$ cat config.mk
export PLATFORM = sky130hd
export DESIGN_NAME = core_c1_exu_alu_sched
export DESIGN_NICKNAME = d
export VERILOG_FILES = /design/src/rtl/core_c1_exu_alu_sched.sv
export SDC_FILE = /design/constraint.sdc
export NUM_CORES = 1
export LEC_CHECK = 0
export CAP_MARGIN = 20
export CORE_AREA = 2 2 208 210
export CTS_BUF_LIST = sky130_fd_sc_hd__clkbuf_16
export DETAILED_ROUTE_END_ITERATION = 10
export DIE_AREA = 0 0 210 212
export SLEW_MARGIN = 5
export SYNTH_ARGS = -nofsm -noshare
export SYNTH_HDL_FRONTEND = slang
export SYNTH_SLANG_ARGS = --single-unit
export TNS_END_PERCENT = 5
$ cat constraint.sdc
create_clock -name clk -period 13.96 [get_ports clk]
set_input_delay 4.188 -clock clk [delete_from_list [all_inputs] [get_ports clk]]
set_output_delay 4.188 -clock clk [all_outputs]
set_load 0.02 [all_outputs]
$ cat src/rtl/core_c1_exu_alu_sched.sv
// Issue scheduler for two requesters sharing one combinational ALU.
// S1 holds the granted instruction and drives the ALU; S2 registers the ALU
// result for the writeback consumer under a valid/ready handshake.
module core_c1_exu_alu_sched #(
  parameter bit RR_EN = 1'b1
) (
  input  logic        clk,
  input  logic        rst,
  input  logic        flush,
  input  logic        rq0_valid,
  output logic        rq0_ready,
  input  logic [31:0] rq0_pc_addr,
  input  logic [31:0] rq0_rs1_data,
  input  logic [31:0] rq0_rs2_data,
  input  logic [31:0] rq0_imm32,
  input  logic [7:0]  rq0_type_bus,
  input  logic [11:0] rq0_op_alu,
  input  logic [4:0]  rq0_rd_idx,
  input  logic        rq1_valid,
  output logic        rq1_ready,
  input  logic [31:0] rq1_pc_addr,
  input  logic [31:0] rq1_rs1_data,
  input  logic [31:0] rq1_rs2_data,
  input  logic [31:0] rq1_imm32,
  input  logic [7:0]  rq1_type_bus,
  input  logic [11:0] rq1_op_alu,
  input  logic [4:0]  rq1_rd_idx,
  output logic [31:0] alu_pc_addr,
  output logic [31:0] alu_rs1_data,
  output logic [31:0] alu_rs2_data,
  output logic [31:0] alu_imm32,
  output logic [7:0]  alu_type_bus,
  output logic [11:0] alu_op_alu,
  input  logic [31:0] alu_rd_data,
  input  logic        alu_rd_valid,
  output logic        res_valid,
  input  logic        res_ready,
  output logic [31:0] res_data,
  output logic        res_wen,
  output logic [4:0]  res_rd_idx,
  output logic        res_src,
  output logic        busy
);

  typedef struct packed {
    logic [31:0] pc_addr;
    logic [31:0] rs1_data;
    logic [31:0] rs2_data;
    logic [31:0] imm32;
    logic [7:0]  type_bus;
    logic [11:0] op_alu;
    logic [4:0]  rd_idx;
  } issue_t;

  issue_t s1_pay;
  issue_t in_pay;
  logic   s1_valid;
  logic   s1_src;
  logic   last_grant;
  logic   grant0;
  logic   grant1;
  logic   adv;
  logic   acc_ok;
  logic   acc;

  // Arbitrate between the two requesters (round-robin or fixed priority).
  always_comb begin
    // NOTE: every combinational output gets a default first, so no path can leave it unassigned and infer a latch.
    grant0 = 1'b0;
    grant1 = 1'b0;
    if (rq0_valid && rq1_valid) begin
      if (RR_EN && !last_grant) grant1 = 1'b1;
      else                      grant0 = 1'b1;
    end else if (rq0_valid) begin
      grant0 = 1'b1;
    end else if (rq1_valid) begin
      grant1 = 1'b1;
    end
  end

  // S1 drains into S2 whenever S2 is empty or being consumed this cycle.
  assign adv       = s1_valid && (!res_valid || res_ready);
  assign acc_ok    = (!s1_valid || adv) && !flush && !rst;
  assign rq0_ready = grant0 && acc_ok;
  assign rq1_ready = grant1 && acc_ok;
  assign acc       = rq0_ready || rq1_ready;

  // Steer the granted requester's payload toward S1.
  always_comb begin
    in_pay = '{pc_addr: rq0_pc_addr, rs1_data: rq0_rs1_data, rs2_data: rq0_rs2_data,
               imm32: rq0_imm32, type_bus: rq0_type_bus, op_alu: rq0_op_alu,
               rd_idx: rq0_rd_idx};
    if (grant1) begin
      in_pay = '{pc_addr: rq1_pc_addr, rs1_data: rq1_rs1_data, rs2_data: rq1_rs2_data,
                 imm32: rq1_imm32, type_bus: rq1_type_bus, op_alu: rq1_op_alu,
                 rd_idx: rq1_rd_idx};
    end
  end

  // Pipeline control, S2 result register and arbitration history.
  always_ff @(posedge clk) begin
    // NOTE: sequential state uses non-blocking assignments so every register samples pre-edge values.
    if (rst) begin
      s1_valid   <= 1'b0;
      res_valid  <= 1'b0;
      res_data   <= '0;
      res_wen    <= 1'b0;
      res_rd_idx <= '0;
      res_src    <= 1'b0;
      last_grant <= 1'b1;
    end else if (flush) begin
      s1_valid  <= 1'b0;
      res_valid <= 1'b0;
    end else begin
      if (adv) begin
        res_valid  <= 1'b1;
        res_data   <= alu_rd_data;
        res_wen    <= alu_rd_valid;
        res_rd_idx <= s1_pay.rd_idx;
        res_src    <= s1_src;
      end else if (res_valid && res_ready) begin
        res_valid <= 1'b0;
      end
      if (acc) begin
        s1_valid   <= 1'b1;
        last_grant <= grant1;
      end else if (adv) begin
        s1_valid <= 1'b0;
      end
    end
  end

  // S1 payload capture on an accepted handshake.
  always_ff @(posedge clk) begin
    // NOTE: the payload is not reset; s1_valid qualifies it and the ALU outputs are masked while it is low.
    if (acc) begin
      s1_pay <= in_pay;
      s1_src <= grant1;
    end
  end

  assign alu_pc_addr  = s1_valid ? s1_pay.pc_addr  : '0;
  assign alu_rs1_data = s1_valid ? s1_pay.rs1_data : '0;
  assign alu_rs2_data = s1_valid ? s1_pay.rs2_data : '0;
  assign alu_imm32    = s1_valid ? s1_pay.imm32    : '0;
  assign alu_type_bus = s1_valid ? s1_pay.type_bus : '0;
  assign alu_op_alu   = s1_valid ? s1_pay.op_alu   : '0;
  assign busy         = s1_valid || res_valid;

endmodule

# After elaboration in Yosys (flattened, before gate mapping)
# Cells that the tools add are included.
# word_totals
reg_bits	196
wordCells	54
output_inout_bits	191
# op_classes
bitwise_logic	1
muxes	18
n_reduce_logical	20
# ops
cell	n
$mux W153	1
$mux W32	4
$mux W12	1
$mux W1	11
$mux W8	1
$logic_and A1 B1 Y1	7
$logic_not A1 Y1	4
$logic_or A1 B1 Y1	4
$reduce_and A2 Y1	2
$reduce_bool A2 Y1	2
$reduce_or A2 Y1	1
$not A1 Y1	1

# Depth between registers and ports, before layout
# logic_depth
word_depth	9
mapped_depth	6
mapped_depth_nobuf	4

# Least setup slack after synthesis
# No wires, ideal clock.
# synth_timing
path_type	input to register
from	in flush
to	reg s1_pay[0] in the netlist's numbering (enable)
path_buffers	0
stages	3
required_time_ns	13.286
slack_ns	2.368
setup_ns	0.674
t_arrival_ns	10.918
cell_sequence	nor2_1 nand2_1 nor2_1
# synth_via
elab_chain_cells	5
# synth_lines
element	line	text
from (decl)	9	input logic flush,
$logic_not A1 Y1 *	83	assign acc_ok = (!s1_valid || adv) && !flush && !rst;
$logic_and A1 B1 Y1 * (2 in series)	83	
$logic_and A1 B1 Y1 (on tied branches)	84, 85	
$logic_or A1 B1 Y1 *	86	assign acc = rq0_ready || rq1_ready;
via acc	64	logic acc;
to (signal assigned)	137	s1_pay <= in_pay;
to (decl)	55	issue_t s1_pay;
# The timed path passes the listed nets; every way through them passes the cells marked *.
# A chain may end at the register's enable or synchronous reset.

# Worst setup path after layout
# layout_timing
from	in rst
to	out rq0_ready
# layout_via
elab_chain_cells	3
# layout_lines
element	line	text
from (decl)	8	input logic rst,
$logic_not A1 Y1	83	
$logic_and A1 B1 Y1	83	
$logic_and A1 B1 Y1	84	assign rq0_ready = grant0 && acc_ok;
to (decl)	11	output logic rq0_ready,
# Every way passes these cells.

==> results.ini <==
[run_status]
status = finished clean

[route]
initialDrtViolationCount = 372
drtAntennaViolNets = 0
via_count = 7342
dr.pass1.iters = 4
via_per_inst = 4.18
drc_errors = 0
wire_per_inst_um = 18.6
wl_um = 32600

[synth]
ys_top_cells_by_area = edfxtp_1 (47%), mux2_4 (21%), and2_1 (9.4%)
ys_ff_latch = 196
synth_top_cell_by_area = edfxtp_1
netlist_instances = 688
avgSynthCellArea_um2 = 14.3
synth_compound_area_frac = 0.0427
synth_adder_area_share = 0
syn-num-nets = 1033
synth_top_area_share = 0.471
synthXorXnorAreaFrac = 0
synth_cell_types = 30
yosysWarnings = 0
yosys.area_share.simple = 0.124
synthMuxAreaShare = 0.228
synth_top_family_by_area = multiplexers
syn_area_mm2 = 0.00981
ys_seq_area_frac = 0.557

[grt]
grt_start_max_net_pins = 80
grt_overflow = 0
track_usage = 0.143
grt_pass1_vias = 7531
grt_pass1_wl_um = 46600
antenna_found_initial = 1

[cts]
clock_sinks = 196
cts.clk_slew.worst_paths_ns = 0.07
root_buffer = clkbuf_16
cts_tree = yes
cts_inserted_buffers = 17
cts_resized = 0
postCtsSetupRepairBufs = 0
cts_max_path_buffers = 2
cts_max_level = 4
clock_latency_ns = 0.46
holdBufCountCts = 0

[timing]
report.final.slew_viol_count = 0
skew_ns = 0.0112
relSlewSlack = 0.288
min_period_ns = 10.29
hold_viol = 0
max_freq_mhz = 97.2
worst_slew_pin_slew_ns = 1.07
postLayoutSetupSlackWorst_ns = 3.67
setup_viol = 0
rsz0062_at_grt = false
finalCritPeriodShare = 0.737
fin_setup_tns_ns = 0

[worst_setup_path]
start_kind = input port
worstPathArrival_ns = 6.10
path_max_fanout = 41
end_kind = output pin
path_class = in2out
required_ns = 9.77

[die]
die_area_mm2 = 0.0445
rows = 76
ios = 536
die_w_um = 210
coreArea_mm2 = 0.0425
die_h_um = 212
start_util = 0.231

[placed_design]
dp.final_hpwl_um = 24500
place_congestion = 0.792
port_buffers = 535
placed_area_mm2 = 0.0155
pre_cts_ws_ns = 3.66

[finish]
area_delta_synth_final_pct = 63.3
final_nets = 1542
regArea_mm2 = 0.00547
layout-drive-gt1-share = 0.166
final_area_mm2 = 0.0160
final_cell_mix = clkdlybuf4s50_1 (535), edfxtp_1 (154), and2_1 (148)
utilization = 0.377
final_common_cell = clkdlybuf4s50_1
fillers = 4162
multi_input_area_mm2 = 0.00389

[flow_run]
drv_cap = 0

[hold_path]
hp-class = reg2reg

[pwr]
power_density_mw_per_mm2 = 88.9
peakVddDrop_mv = 0.0682
cellLeakagePower_nw = 5.96
finalPower_mw = 1.43

[logic make-up after synthesis]
kind of cell	count (synthesis)
flops	196
simple gates	202
compound gates	82
mux	153
buf+inv	55
[synth_stat cells]
library cell / number
a21boi_0: 1
a21oi_1: 39
a31o_2: 1
and2_1: 148
and2b_1: 2
buf_12: 11
buf_2: 8
buf_4: 2
buf_6: 3
buf_8: 4
clkbuf_1: 25
clkbuf_2: 1
dfxtp_1: 42
edfxtp_1: 154
inv_2: 1
mux2_2: 16
mux2_4: 137
nand2_1: 1
nand2_2: 1
nand2_4: 1
nand2b_1: 1
nand2b_2: 1
nand3_1: 39
nand3b_1: 1
nor2_1: 5
nor3b_2: 1
o21a_1: 1
o21ai_0: 39
o21ai_1: 1
or2_2: 1
[path summary, 6_finish.rpt]
path / end / slack (ns) / cells past startpoint / from
worst max-delay path: rq0_ready / 3.67 / 6 / rst
worst min-delay path: res_data[10] / 0.47 / 2 / res_data[10]
worst max register to register: s1_pay[88] / 11.31 / 4 / s1_valid
worst min register to register: res_data[10] / 0.47 / 2 / res_data[10]
[layout make-up]
class	instances	area share
Sequential cell	196	0.341
Timing Repair Buffer	544	0.340
Multi-Input combinational cell	437	0.243
Tap cell	546	0.0426
Clock buffer	18	0.0281
Clock inverter	14	0.00515
Inverter	1	0.000234
Antenna cell	1	0.000156
[critical path, cell delays in order]
cell and delay [ns]:
clkdlybuf4s50_1 0.40, buf_4 0.27, nor2_1 0.25, nand2_1 0.19, nor3b_2 0.18, clkdlybuf4s50_1 0.61
[stage by stage]
step,instances,hold slack (ns)
2_1_floorplan,688,0.492
3_3_place_gp,1723,0.460
3_5_place_dp,1723,0.467
4_1_cts,1755,0.477
5_1_grt,1757,0.496
6_report,1757,0.472
[registers in the layout, indices dropped and copies added (netlist names)]
register and flops:
res_valid 1, res_data 32, res_src 1, res_rd_idx 5
s1_pay 153, last_grant 1, s1_valid 1, res_wen 1
s1_src 1
[where the power goes]
| group | switching [mW] | internal [mW] | total [mW] |
|---|---|---|---|
| Sequential | 0.00936 | 0.662 | 0.672 |
| Combinational | 0.102 | 0.185 | 0.287 |
| Clock | 0.230 | 0.237 | 0.466 |
[per-layer routing]
metal / global-route usage / wire length, um
met5: 0 / 0
met4: 0.0538 / 717
met3: 0.0551 / 2790
met2: 0.249 / 16500
met1: 0.158 / 12700
No activity file was read; power rests on OpenSTA's default activity.
